**src/rtl/audio_envelope_gen.sv**
```systemverilog
// Per-voice ADSR envelope generator. One shared datapath visits each voice in turn,
// one voice per cycle, in the sweep that follows each accumulator tick.
module audio_envelope_gen #(
   parameter int unsigned NUM_VOICES = 4,
   parameter int unsigned LEVEL_BITS = 8,
   parameter int unsigned PRESC_BITS = 16
) (
   input  logic                          clk,
   input  logic                          resetn,
   input  logic                          tick,
   input  logic                          cfg_valid,
   input  logic [$clog2(NUM_VOICES)-1:0] cfg_voice,
   input  logic [16:0]                   cfg_data,
   output logic [4*NUM_VOICES-1:0]       env_volume,
   output logic                          env_busy
);

   localparam int unsigned VW       = $clog2(NUM_VOICES);
   localparam int unsigned CFG_BITS = 17;
   localparam int unsigned GATE_BIT = 16;
   localparam logic [LEVEL_BITS-1:0] LEVEL_MAX = '1;
   localparam logic [LEVEL_BITS-1:0] LEVEL_ONE = LEVEL_BITS'(1);
   localparam logic [VW-1:0]         LAST_SLOT = VW'(NUM_VOICES - 1);

   typedef enum logic [2:0] {
      ST_IDLE    = 3'd0,
      ST_ATTACK  = 3'd1,
      ST_DECAY   = 3'd2,
      ST_SUSTAIN = 3'd3,
      ST_RELEASE = 3'd4
   } env_state_e;

   env_state_e            state_q [NUM_VOICES];
   env_state_e            state_d [NUM_VOICES];
   logic [LEVEL_BITS-1:0] level_q [NUM_VOICES];
   logic [LEVEL_BITS-1:0] level_d [NUM_VOICES];
   logic [PRESC_BITS-1:0] presc_q [NUM_VOICES];
   logic [PRESC_BITS-1:0] presc_d [NUM_VOICES];
   logic [CFG_BITS-1:0]   cfg_q   [NUM_VOICES];
   logic [CFG_BITS-1:0]   cfg_d   [NUM_VOICES];
   logic [3:0]            vol_q   [NUM_VOICES];
   logic [3:0]            vol_d   [NUM_VOICES];
   logic [NUM_VOICES-1:0] retrig_q, retrig_d;
   logic                  busy_q, busy_d;
   logic [VW-1:0]         slot_q, slot_d;

   env_state_e            cur_state, slot_state;
   logic [LEVEL_BITS-1:0] cur_level, slot_level, sus_target;
   logic [PRESC_BITS-1:0] cur_presc, slot_presc, presc_max, presc_adv;
   logic [CFG_BITS-1:0]   cur_cfg;
   logic [3:0]            rate;
   logic                  cur_retrig, cur_gate, rate_step;

   // State registers
   always_ff @(posedge clk) begin
      if (!resetn) begin
         for (int unsigned v = 0; v < NUM_VOICES; v++) begin
            state_q[v] <= ST_IDLE;
            level_q[v] <= '0;
            presc_q[v] <= '0;
            cfg_q[v]   <= '0;
            vol_q[v]   <= '0;
         end
         retrig_q <= '0;
         busy_q   <= 1'b0;
         slot_q   <= '0;
      end else begin
         state_q  <= state_d;
         level_q  <= level_d;
         presc_q  <= presc_d;
         cfg_q    <= cfg_d;
         vol_q    <= vol_d;
         retrig_q <= retrig_d;
         busy_q   <= busy_d;
         slot_q   <= slot_d;
      end
   end

   // Shared envelope datapath for the voice owning the current slot
   always_comb begin
      cur_state  = state_q[slot_q];
      cur_level  = level_q[slot_q];
      cur_presc  = presc_q[slot_q];
      cur_cfg    = cfg_q[slot_q];
      cur_retrig = retrig_q[slot_q];
      cur_gate   = cur_cfg[GATE_BIT];
      sus_target = LEVEL_BITS'({cur_cfg[7:4], cur_cfg[7:4]});

      unique case (cur_state)
         ST_ATTACK:  rate = cur_cfg[15:12];
         ST_DECAY:   rate = cur_cfg[11:8];
         ST_RELEASE: rate = cur_cfg[3:0];
         default:    rate = 4'd0;
      endcase
      presc_max = PRESC_BITS'((32'd1 << rate) - 32'd1);
      rate_step = (cur_presc == presc_max);
      presc_adv = rate_step ? '0 : cur_presc + PRESC_BITS'(1);

      slot_state = cur_state;
      slot_level = cur_level;
      slot_presc = cur_presc;

      if (cur_retrig) begin
         // Retrigger restarts the attack from wherever the level currently is
         slot_state = ST_ATTACK;
         slot_presc = '0;
      end else if (!cur_gate && (cur_state == ST_ATTACK || cur_state == ST_DECAY ||
                                 cur_state == ST_SUSTAIN)) begin
         slot_state = ST_RELEASE;
         slot_presc = '0;
      end else begin
         unique case (cur_state)
            ST_IDLE: begin
               slot_level = '0;
            end
            ST_ATTACK: begin
               if (cur_level == LEVEL_MAX) begin
                  slot_state = ST_DECAY;
                  slot_presc = '0;
               end else begin
                  slot_presc = presc_adv;
                  if (rate_step) begin
                     slot_level = cur_level + LEVEL_ONE;
                     if (cur_level == LEVEL_MAX - LEVEL_ONE) begin
                        slot_state = ST_DECAY;
                        slot_presc = '0;
                     end
                  end
               end
            end
            ST_DECAY: begin
               if (cur_level <= sus_target) begin
                  slot_state = ST_SUSTAIN;
                  slot_presc = '0;
               end else begin
                  slot_presc = presc_adv;
                  if (rate_step) slot_level = cur_level - LEVEL_ONE;
               end
            end
            ST_SUSTAIN: begin
               slot_level = cur_level;
            end
            ST_RELEASE: begin
               if (cur_level == '0) begin
                  slot_state = ST_IDLE;
                  slot_presc = '0;
               end else begin
                  slot_presc = presc_adv;
                  if (rate_step) begin
                     slot_level = cur_level - LEVEL_ONE;
                     if (cur_level == LEVEL_ONE) begin
                        slot_state = ST_IDLE;
                        slot_presc = '0;
                     end
                  end
               end
            end
            default: begin
               slot_state = ST_IDLE;
               slot_level = '0;
               slot_presc = '0;
            end
         endcase
      end
   end

   // Sweep sequencing, slot write-back and config writes
   always_comb begin
      state_d  = state_q;
      level_d  = level_q;
      presc_d  = presc_q;
      cfg_d    = cfg_q;
      vol_d    = vol_q;
      retrig_d = retrig_q;
      busy_d   = busy_q;
      slot_d   = slot_q;

      if (busy_q) begin
         state_d[slot_q]  = slot_state;
         level_d[slot_q]  = slot_level;
         presc_d[slot_q]  = slot_presc;
         vol_d[slot_q]    = slot_level[LEVEL_BITS-1 -: 4];
         retrig_d[slot_q] = 1'b0;
         if (slot_q == LAST_SLOT) begin
            busy_d = 1'b0;
            slot_d = '0;
         end else begin
            slot_d = slot_q + VW'(1);
         end
      end else if (tick) begin
         busy_d = 1'b1;
         slot_d = '0;
      end

      // A gate rising edge written in the voice's own slot must survive that slot's clear
      if (cfg_valid) begin
         cfg_d[cfg_voice] = cfg_data;
         if (!cfg_q[cfg_voice][GATE_BIT] && cfg_data[GATE_BIT]) retrig_d[cfg_voice] = 1'b1;
      end
   end

   always_comb begin
      env_volume = '0;
      for (int unsigned v = 0; v < NUM_VOICES; v++) env_volume[4*v +: 4] = vol_q[v];
   end

   assign env_busy = busy_q;

endmodule
```
**config.mk**
```make
export PLATFORM = sky130hd
export DESIGN_NAME = audio_envelope_gen
export DESIGN_NICKNAME = d
export VERILOG_FILES = /design/src/rtl/audio_envelope_gen.sv
export SDC_FILE = /design/constraint.sdc
export NUM_CORES = 1
export LEC_CHECK = 0
export BUFFER_PORTS_ARGS = -buffer_cell sky130_fd_sc_hd__buf_4
export CORE_UTILIZATION = 40
export CTS_CLUSTER_DIAMETER = 100
export DETAILED_ROUTE_END_ITERATION = 12
export SLEW_MARGIN = 15
export SYNTH_ARGS = -nofsm -noshare
export SYNTH_HDL_FRONTEND = slang
export SYNTH_SLANG_ARGS = --single-unit
```
**constraint.sdc**
```tcl
create_clock -name clk -period 16.44 [get_ports clk]
set_input_delay 3.288 -clock clk [delete_from_list [all_inputs] [get_ports clk]]
set_output_delay 3.288 -clock clk [all_outputs]
set_load 0.1 [all_outputs]
```
# After elaboration in Yosys (flattened, before gate mapping)
# Cells that the tools add are included.
# word_totals
n_memories	0
output_inout_bits	17
ram_bits	0
word_cells	141
in_bits	23
latchBits	0
mem_bits_ro	0
ff_bits	199
# op_classes
n_addsub	5
n_reduce_logical	14
div	0
muxes	75
multipliers	0
bitwise	5
order_cmp	9
shifts	1
eq_ne	9
# ops
operator	count
$mux 16	13
$mux 17	5
$mux 8	10
$bmux 17 s2	2
$bwmux 68	1
$bwmux 64	1
$pmux 16 s4	1
$mux 3	12
$demux 17 s2	1
$bmux 16 s2	1
$bwmux 32	1
$demux 16 s2	1
$pmux 8 s4	1
$add 16x1->16 const B	1
$bmux 8 s2	1
$bwmux 16	1
$demux 8 s2	1
$eq 16x16->1	1
$eq 8x8->1 const B	2
$mux 4	4
$shl 1x4->16 const A	1
$sub 16x1->16 const B	1
$bwmux 12	1
$pmux 3 s4	1
other kinds (32)	53

# Depth between registers and ports, before layout
# Gate-level depths: netlist of the first run.
# depth
ltp_word	17
ltp_mapped	22
mapped_depth_nobuf	16

# Worst setup path after synthesis of the first run
# No wires, ideal clock.
# synth_path
path_kind	register to register
from	reg slot_q[0]
to	reg level_q[4] (netlist bit)
arrival_time_ns	5.112
n_path_buf	4
path_stages_with_launch	21
setup_slack_ns	11.201
synth_period_minus_slack_ns	5.239
required_time_ns	16.313
setup_time_ns	0.127
cell_sequence	dfxtp_1 -> buf_6 -> mux4_2 -> and4bb_1 -> or3_4 -> buf_6 -> nor4_1 -> inv_1 -> ha_1 -> clkbuf_1 -> inv_1 -> nand4_1 -> or4_1 -> o211a_2 -> xnor2_1 -> or4_4 -> or2_1 -> buf_6 -> o311ai_4 -> o2bb2a_1 -> o21ai_1
# synth_via
elab_chain_cells	15
elab_cells_between_ends	46
classes_between	3 x add/sub; 3 x order compare; 6 x eq/ne; 1 x shift; 26 x mux; 1 x bitwise; 6 x reduce/logical
# synth_lines
element	line	text
from (decl)	45	logic [VW-1:0] slot_q, slot_d;
from (signal assigned)	75	slot_q <= slot_d;
$not 2->3 (not written as such)	n/a	
$bmux 3 s2	81	cur_state = state_q[slot_q];
$mux 3 (not written as such) (2 in series)	81	
$eq 3x3->1 (tied with other cells)	89, 112	
$pmux 4 s3	89	unique case (cur_state)
$shl 1x4->16	95	presc_max = PRESC_BITS'((32'd1 << rate) - 32'd1);
$sub 16x1->16	95	
$eq 16x16->1	96	rate_step = (cur_presc == presc_max);
$mux 8 (on tied branches)	137, 149, 122	
$mux 8 (on tied branches)	144, 117, 132	
$pmux 8 s4	112	unique case (cur_state)
$mux 8	107	end else if (!cur_gate && (cur_state == ST_ATTACK || cur_state == ST_DECAY ||
$mux 8	103	if (cur_retrig) begin
$bwmux 32 (*)	180	level_d[slot_q] = slot_level;
to (signal assigned)	69	level_q <= level_d;
to (decl)	35	logic [LEVEL_BITS-1:0] level_q [NUM_VOICES];
# Mark *: on every way between the ends. The rest lies on a longest branch, timed or not. The select of a mux whose other input is x is not followed.
# A chain may end at the register's enable or synchronous reset.

# Final worst setup path of the first run
# layout_path
from	reg slot_q[0]
to	reg presc_q[54] (netlist bit)
# layout_via
elab_chain_cells	17
elab_cells_between_ends	52
classes_between	2 x add/sub; 3 x order compare; 8 x eq/ne; 1 x shift; 29 x mux; 1 x bitwise; 8 x reduce/logical
# layout_lines
element	line	text
$not 2->3 (not written as such)	n/a	
$bmux 3 s2	81	
$mux 3 (not written as such) (2 in series)	81	
$eq 3x3->1 (tied with other cells)	89, 112	
$pmux 4 s3	89	
$shl 1x4->16	95	
$sub 16x1->16	95	
$eq 16x16->1	96	
$mux 16	97	presc_adv = rate_step ? '0 : cur_presc + PRESC_BITS'(1);
$mux 16 (on tied branches)	151, 124	
$mux 16 (on tied branches)	149, 122	
$mux 16 (on tied branches)	144, 117	
$pmux 16 s4	112	
$mux 16	107	
$mux 16	103	
$bwmux 64 (*)	181	presc_d[slot_q] = slot_presc;
to (signal assigned)	70	presc_q <= presc_d;
to (decl)	37	logic [PRESC_BITS-1:0] presc_q [NUM_VOICES];
# Marked as above.

==> flow_summary.ini, run 1 <==
[clock_network]
cts-htree-levels = 4
clock-sinks = 183
root_buffer = clkbuf_16
postCtsResizedCells = 0
cts_post_setup_buffers_inserted = 0
cts_tree = yes
clkTransAtPathRegs_ps = 70
cts.path.max_buffers = 2
cts_buffers = 17
clk_latency_ps = 440
cts_hold_buf = 0

[worst_setup_path]
crit_family = simple AND/OR/NAND/NOR gates
cp_max_fo = 30
worstSetupEndpoint = presc_q[54]
path_cells = buf_4, mux4_2, and4bb_2, or3_1, nor4_1, inv_1, ha_1, inv_1, nand4_1, or4_1, o211a_2, xnor2_1, or4_4, o21ai_1, nor2_1, a22oi_1, a21oi_1
critPathRequiredTime_ps = 16720
critical_path_class = reg2reg
r2r_cells = 17
critical-path-max-stage-delay_ps = 770
cp.arrival_ps = 7570
cp.buffers_inverters = 3
worstReg2RegEnd = presc_q[54]
worstSetupPathDepth = 17
timing.rr.start = slot_q[0]
cp_common_cell = inv_1
r2r_slack_ps = 9150
end_kind = register
slowest_stage = mux4_2
start_kind = register
startpoint = slot_q[0]

[power_and_ir_drop]
powerDensity_nw_per_um2 = 100
peakVddDrop_uv = 55.0
p_leak_nw = 3.84

[drt]
wl_met3_mm = 1.28
maxUsedRoutingLayer = met4
drc_errors = 0
vias = 8409
wl_mm = 26.9
wl_per_cell_um = 18.5
drt-initial-drc-count = 814
wl_met2_mm = 12.2
met1_length_mm = 13.1
first_pass_iters = 5
vias_per_cell = 5.80
final_antenna_net_count = 0

[floorplanning]
die_area_um2 = 25600
die_y_um = 160
std_cell_rows = 57
die_x_um = 160
io_pins = 40
core_region_area_um2 = 24400
start_util_pct = 40.9

[timing]
final_hold_viol_count = 0
worst_pin_slew_ps = 1100
finClkSkew_ps = 9.05
layout_min_cycle_time_ps = 7290
fmax_mhz = 137
worst_slack_ps = 9150
setup_tns_ps = 0
slew_viol_final = 0
fin_crit_sh_pct = 44.3
slew_headroom_pct = 26.4
rsz0062_at_grt = no
finalSetupViolCount = 0

[synth]
syn_inst = 1152
synth_top_area_cell = dfxtp_1
synth_edf_count = 0
ys_seq_elements = 183
ys_types = 80
synth_fp_nets = 1194
async_flop_share_pct = 0
synthTopCellsByArea = dfxtp_1, mux4_2, nand2_1, a21boi_0, o21ai_0
synthMostInstantiatedCell = nand2_1
ys_warn_count = 0
synthTopCellsByCount = nand2_1, dfxtp_1, o21ai_0, a21oi_1, a21boi_0
syn_area_um2 = 9980
synth_ff_type = dfxtp_1
synth_top_cell_area_share_pct = 36.7
ys_seq_area_share_pct = 36.7
avgSynthCellArea_um2 = 8.66

[placement]
place_congestion = 0.936
dp_hpwl_mm = 17.4
dp_slack_ps = 9190
io_buffers = 39

[global_routing]
grt_max_degree = 126
grt_pass1_wl_mm = 43.4
antenna_found_initial = 0
grt_pass1_vias = 7888
track_usage_pct = 21.2
gr-total-overflow = 0

[flow_run]
drv_cap = 0

[min_path]
worstHoldPathType = reg2reg

[finish]
drive_above_1_share_pct = 13.7
areaGrowthSynthToFinish_pct = 9.06
diodes = 0
nets = 1157

[status]
status = complete, no violations
where the power goes:
group	leakage [nW]	total, mW	switching (mW)	internal (mW)
sequential	1.49	0.467	0.00913	0.458
combinational	2.05	0.165	0.107	0.0586
clock	0.310	0.459	0.187	0.272
cell families after synthesis:
group	count (synthesis)	synth area share, %
buf+inv	122	5.98
fa+ha+maj	20	2.49
compound gates	385	24.5
xor+xnor	16	1.40
mux	49	10.7
simple gates	377	18.2
flops	183	36.7
sequential cells by signal, indices dropped and copies added (netlist names):
signal and flops:
presc_q 64, retrig_q 4, cfg_q 68, env_busy 1, level_q 32, state_q 12, slot_q 2
worst min-delay path by stage:
stage,start,end,cells past startpoint
CTS,presc_q[5],presc_q[5],2
floorplan,state_q[1],state_q[1],2
detailed placement,state_q[1],state_q[1],2
finish,presc_q[5],presc_q[5],2
global placement,level_q[0],level_q[0],2
global route,presc_q[4],presc_q[4],2
worst min-delay path: cells and delay by family (launching register included):
family          cells  cell delay, ps
compound gates      1              50
flops               1             310
simple gates        1              50
layout make-up:
cell class / instances / area [µm²]
clock buffer: 18 / 429
clock inverter: 13 / 216
fill: 2426 / 13500
inverter: 16 / 60.1
multi-input combinational: 847 / 5730
sequential: 183 / 3670
tap: 324 / 405
timing repair buffer: 50 / 375
cell usage in the layout (no fill, tap or decap), drive strengths merged, types with 8 or more instances in the layout:
cell type	instances
nand2	207
dfxtp	183
o21ai	123
a21oi	86
a21boi	71
buf	50
mux4	46
nor2	39
inv	21
nand3	20
a22oi	19
ha	19
clkbuf	18
and3	16
a31oi	16
nor3	16
and2	15
xnor2	11
nand4	9
o31ai	8
a211oi	8
routing by layer:
layer,up-vias,GRT usage [%]
met5,-,0
met4,0,5.28
met3,24,3.82
met2,238,33.8
met1,4066,29.7
li1,4081,-
metrics by stage:
| step | cells | utilization, % | area (µm²) | hold slack (ps) | power (mW) |
|---|---|---|---|---|---|
| 3_3_place_gp | 1420 | 42.0 | 10200 | 429 | 0.639 |
| 3_5_place_dp | 1420 | 42.0 | 10200 | 440 | 0.640 |
| 5_1_grt | 1451 | 44.6 | 10900 | 470 | 1.14 |
| 6_report | 1451 | 44.6 | 10900 | 449 | 1.09 |
| 2_1_floorplan | 1152 | - | 9980 | 420 | 0.600 |
| 4_1_cts | 1451 | 44.6 | 10900 | 451 | 1.10 |
Note: power is estimated with default switching activity, not from simulation.
==> run 2, diff against run 1 <==
Clock period 16.44 ns to 7.17 ns, I/O delays scaled along.
==> run 2 against run 1 <==
Net effect:
- cell count rose by 0.28%
- first-iteration DRC count is 20% lower
- global-route usage grew 0.30 points
- worst hold slack gained 1.1 ps
==> flow_summary.ini, run 2 (same netlist as run 1, synthesis figures left out) <==
[status]
status = complete, no violations

[timing]
finalSetupViolCount = 0
slew_headroom_pct = 33.3
worst_pin_slew_ps = 1000
fin_crit_sh_pct = 87.9
setup_tns_ps = 0
slew_viol_final = 0
rsz0062_at_grt = no
fmax_mhz = 159
finClkSkew_ps = 10.4
final_hold_viol_count = 0
layout_min_cycle_time_ps = 6300

[worst_setup_path]
worstReg2RegEnd = presc_q[7]
critPathRequiredTime_ps = 7520
start_kind = register
end_kind = register
r2r_cells = 17
r2r_slack_ps = 870
timing.rr.start = slot_q[0]
cp_max_fo = 36
cp.arrival_ps = 6650
critical_path_class = reg2reg

[global_routing]
grt_pass1_vias = 8017
grt_max_degree = 84
antenna_found_initial = 0
gr-total-overflow = 0
track_usage_pct = 21.5
grt_pass1_wl_mm = 43.8

[power_and_ir_drop]
powerDensity_nw_per_um2 = 224
peakVddDrop_uv = 125
p_leak_nw = 3.84

[clock_network]
cts-htree-levels = 4
postCtsResizedCells = 0
clkTransAtPathRegs_ps = 70
cts.path.max_buffers = 2
cts_tree = yes
clock-sinks = 183
cts_hold_buf = 0
cts_buffers = 17
clk_latency_ps = 430
root_buffer = clkbuf_16
cts_post_setup_buffers_inserted = 0

[placement]
place_congestion = 0.912
dp_hpwl_mm = 17.4
io_buffers = 39

[finish]
final_util_pct = 44.6
layout_common_cells = nand2_1, dfxtp_1, o21ai_0
top_register = cfg_q
largest_reg_flops = 68
final_common_cell = nand2_1
top_regs = cfg_q x68, presc_q x64, level_q x32
areaGrowthSynthToFinish_pct = 8.94
nets = 1160
drive_above_1_share_pct = 14.0
diodes = 0

[floorplanning]
core_region_area_um2 = 24400
die_y_um = 160
io_pins = 40
start_util_pct = 40.9
std_cell_rows = 57
die_area_um2 = 25600
die_x_um = 160

[drt]
wl_per_cell_um = 18.6
first_pass_iters = 7
drt-initial-drc-count = 648
wl_mm = 27.1
final_antenna_net_count = 0
vias_per_cell = 5.83
vias = 8480
drc_errors = 0

[min_path]
min_to = presc_q[14]
hold-path-cell-count = 2
worstHoldPathType = reg2reg
min_from = presc_q[14]

[flow_run]
drv_cap = 0
[run 2: critical path: stages (launching register included)]
cell and delay, ps:
dfxtp_4 820, mux4_2 770, and4bb_1 300, or3_1 570, nor4_1 410, inv_1 90
ha_1 330, inv_1 220, nand4_1 140, or4_1 410, o211a_2 160, xnor2_1 190
or4_4 200, o21ai_1 70, buf_4 180, nor2_1 720, a22oi_1 340, o21ai_0 250
[run 2: metal layers]
layer	routed length [µm]	vias to the layer above	track usage (%)	part of all wire, %
met5	0	-	0	0
met4	573	0	7.62	2.1
met3	1270	36	3.45	4.7
met2	12600	240	35.0	47
met1	12600	4102	28.9	47
li1	-	4102	-	-
[run 2: worst max-delay path by stage]
stage               cells past startpoint       from  slack (ps)          end
finish                                 17  slot_q[0]         870   presc_q[7]
global placement                       17  slot_q[0]         990   presc_q[7]
global route                           17  slot_q[0]         390  presc_q[43]
CTS                                    17  slot_q[0]         880  presc_q[59]
floorplan                              20  slot_q[0]        1930   level_q[4]
detailed placement                     17  slot_q[0]         910  presc_q[56]
[run 2: layout make-up]
cell class,instances,area [µm²]
tap,324,405
clock buffer,19,443
multi-input combinational,847,5730
clock inverter,13,168
inverter,16,60.1
fill,2442,13500
sequential,183,3670
timing repair buffer,53,398
[run 2: stage by stage]
| step | power (mW) | hold slack (ps) | std cells | cell area (µm²) | setup slack (ps) |
|---|---|---|---|---|---|
| final | 2.44 | 450 | 1455 | 10900 | 869 |
| after global routing | 2.53 | 475 | 1455 | 10900 | 390 |
| after CTS | 2.45 | 452 | 1455 | 10900 | 882 |
| after detailed placement | 1.47 | 442 | 1423 | 10300 | 910 |
| after global placement | 1.47 | 431 | 1423 | 10300 | 991 |
| after floorplan | 1.38 | 420 | 1152 | 9980 | 1930 |
[run 2: power by group]
part	internal [mW]	switching (mW)
Clock	0.564	0.425
Sequential	1.05	0.0265
Combinational	0.136	0.237
Total	1.75	0.688
==> run 3, diff against run 2 <==
Settings changed: CORE_UTILIZATION 40 to 62, PLACE_DENSITY set to 0.8.
==> run 3 against run 2 <==
Net effect:
- critical path depth unchanged
- sequential cell count unchanged
- first-iteration DRC count increased by 22%
- clock skew increased by 4.6 ps
- total power decreased by 1.6%
- cell count decreased by 7.3%
- fmax increased by 2.7%
- worst hold slack got worse by 2.3 ps
==> flow_summary.ini, run 3 (same netlist as run 1, synthesis figures left out) <==
[drt]
final_antenna_net_count = 0
wl_mm = 26.1
vias_per_cell = 6.44
wl_per_cell_um = 19.4
drc_errors = 0
vias = 8691
drt-initial-drc-count = 791
first_pass_iters = 5

[timing]
finClkSkew_ps = 15.0
final_hold_viol_count = 0
slew_headroom_pct = 34.0
slew_viol_final = 0
rsz0062_at_grt = no
fin_crit_sh_pct = 85.6
layout_min_cycle_time_ps = 6140
finalSetupViolCount = 0
worst_pin_slew_ps = 986
fmax_mhz = 163
setup_tns_ps = 0

[power_and_ir_drop]
p_sw_share_pct = 29.2
p_sw_mw = 0.701
peakVddDrop_uv = 170
power_frac_clock_pct = 39.5
p_leak_nw = 3.85
design_power_total_mw = 2.40
combinationalPowerShare_pct = 15.8
p_int_mw = 1.70
powerDensity_nw_per_um2 = 223
seq_power_share_pct = 44.8

[finish]
top_register = cfg_q
regArea_um2 = 3670
layout_common_cells = nand2_1, dfxtp_1, o21ai_0
diodes = 0
final_cell_area_um2 = 10700
largest_reg_flops = 68
drive_above_1_share_pct = 14.1
final_common_cell = nand2_1
top_regs = cfg_q x68, presc_q x64, level_q x32
nets = 1162
areaGrowthSynthToFinish_pct = 7.56
final_util_pct = 67.8
multi_input_area_um2 = 5730
n_fill_cell = 1263

[status]
status = complete, no violations

[worst_setup_path]
cp.arrival_ps = 6480
path_cells = mux4_2, and4bb_1, or3_1, nor4_1, inv_1, ha_1, inv_1, nand4_1, or4_1, o211a_2, xnor2_1, or4_4, o21ai_1, buf_4, nor2_1, a22oi_1, o21ai_0
critical_path_class = reg2reg
end_kind = register
slowest_stage = nor2_1
worstReg2RegEnd = presc_q[7]
critPathRequiredTime_ps = 7520
cp.buffers_inverters = 3
r2r_cells = 17
r2r_slack_ps = 1030
timing.rr.start = slot_q[0]
cp_max_fo = 22
startpoint = slot_q[0]
crit_family = simple AND/OR/NAND/NOR gates
cp_common_cell = inv_1
critical-path-max-stage-delay_ps = 750
start_kind = register

[clock_network]
cts_buffers = 17
cts_hold_buf = 0
cts_post_setup_buffers_inserted = 0
cts.path.max_buffers = 2
root_buffer = clkbuf_16
cts_tree = yes
cts-htree-levels = 4
clkTransAtPathRegs_ps = 70
postCtsResizedCells = 0
clock-sinks = 183
clk_latency_ps = 440

[min_path]
hold-path-cell-count = 2
min_from = presc_q[5]
min_to = presc_q[5]
worstHoldPathType = reg2reg

[floorplanning]
die_x_um = 129
std_cell_rows = 46
io_pins = 40
die_y_um = 129
die_area_um2 = 16600
core_region_area_um2 = 15800
start_util_pct = 63.1

[placement]
place_congestion = 0.959
dp_hpwl_mm = 17.0
placed_area_um2 = 10100
io_buffers = 39

[global_routing]
track_usage_pct = 32.4
antenna_found_initial = 0
gr-total-overflow = 0
grt_pass1_vias = 8254
grt_pass1_wl_mm = 42.1
grt_max_degree = 101

[flow_run]
drv_cap = 0
[run 3: cell types whose count changed in the layout (fill, tap and decap cells not counted)]
| cell | delta |
|---|---|
| clkinv_8 | +1 |
| clkinv_4 | +2 |
| bufinv_16 | -2 |
| inv_6 | -3 |
| and2_2 | -1 |
| and2_1 | +1 |
| clkinvlp_4 | -1 |
| buf_4 | +2 |
| clkbuf_8 | +1 |
| inv_8 | +3 |
| clkbuf_1 | -1 |
[run 3: tightest hold or removal path, cell delays in order, from the launching register on]
cell and delay [ps]:
dfxtp_1 310, nand2_1 50, o21ai_1 50
[run 3: metal layers]
layer,track usage [%],vias to the layer above,routed length (µm)
met2,53.8,365,12600
met5,0,-,0
met1,42.2,4159,11100
met3,5.57,55,1830
li1,-,4112,-
met4,12.7,0,571
[run 3: layout make-up]
| type | count | area share, % |
|---|---|---|
| well taps | 216 | 2.52 |
| multi-input cells | 847 | 53.4 |
| clock inverters | 13 | 1.32 |
| flip-flops and latches | 183 | 34.2 |
| inverters | 16 | 0.559 |
| clock buffers | 19 | 4.22 |
| repair buffers | 55 | 3.85 |
[run 3: how the worst max path moves through the flow]
stage	endpoint	slack [ps]	depth (start not counted)
floorplan	level_q[4]	1930	20
global placement	presc_q[57]	1280	17
detailed placement	presc_q[7]	1220	17
CTS	presc_q[7]	1160	17
global route	presc_q[7]	700	17
finish	presc_q[7]	1030	17
[run 3: metrics by stage]
stage | hold slack, ps | setup slack, ps | instances
final | 448 | 1030 | 1349
after global routing | 473 | 700 | 1349
after CTS | 450 | 1160 | 1349
after detailed placement | 440 | 1220 | 1317
after global placement | 431 | 1280 | 1317
after floorplan | 420 | 1930 | 1152
[run 3: power by group through the flow]
stage	registers (mW)	logic, mW	clock network (mW)
after CTS	1.07	0.371	0.957
after global routing	1.08	0.408	0.996
after detailed placement	1.10	0.368	0
after floorplan	1.09	0.289	0
final	1.07	0.378	0.946
after global placement	1.09	0.365	0
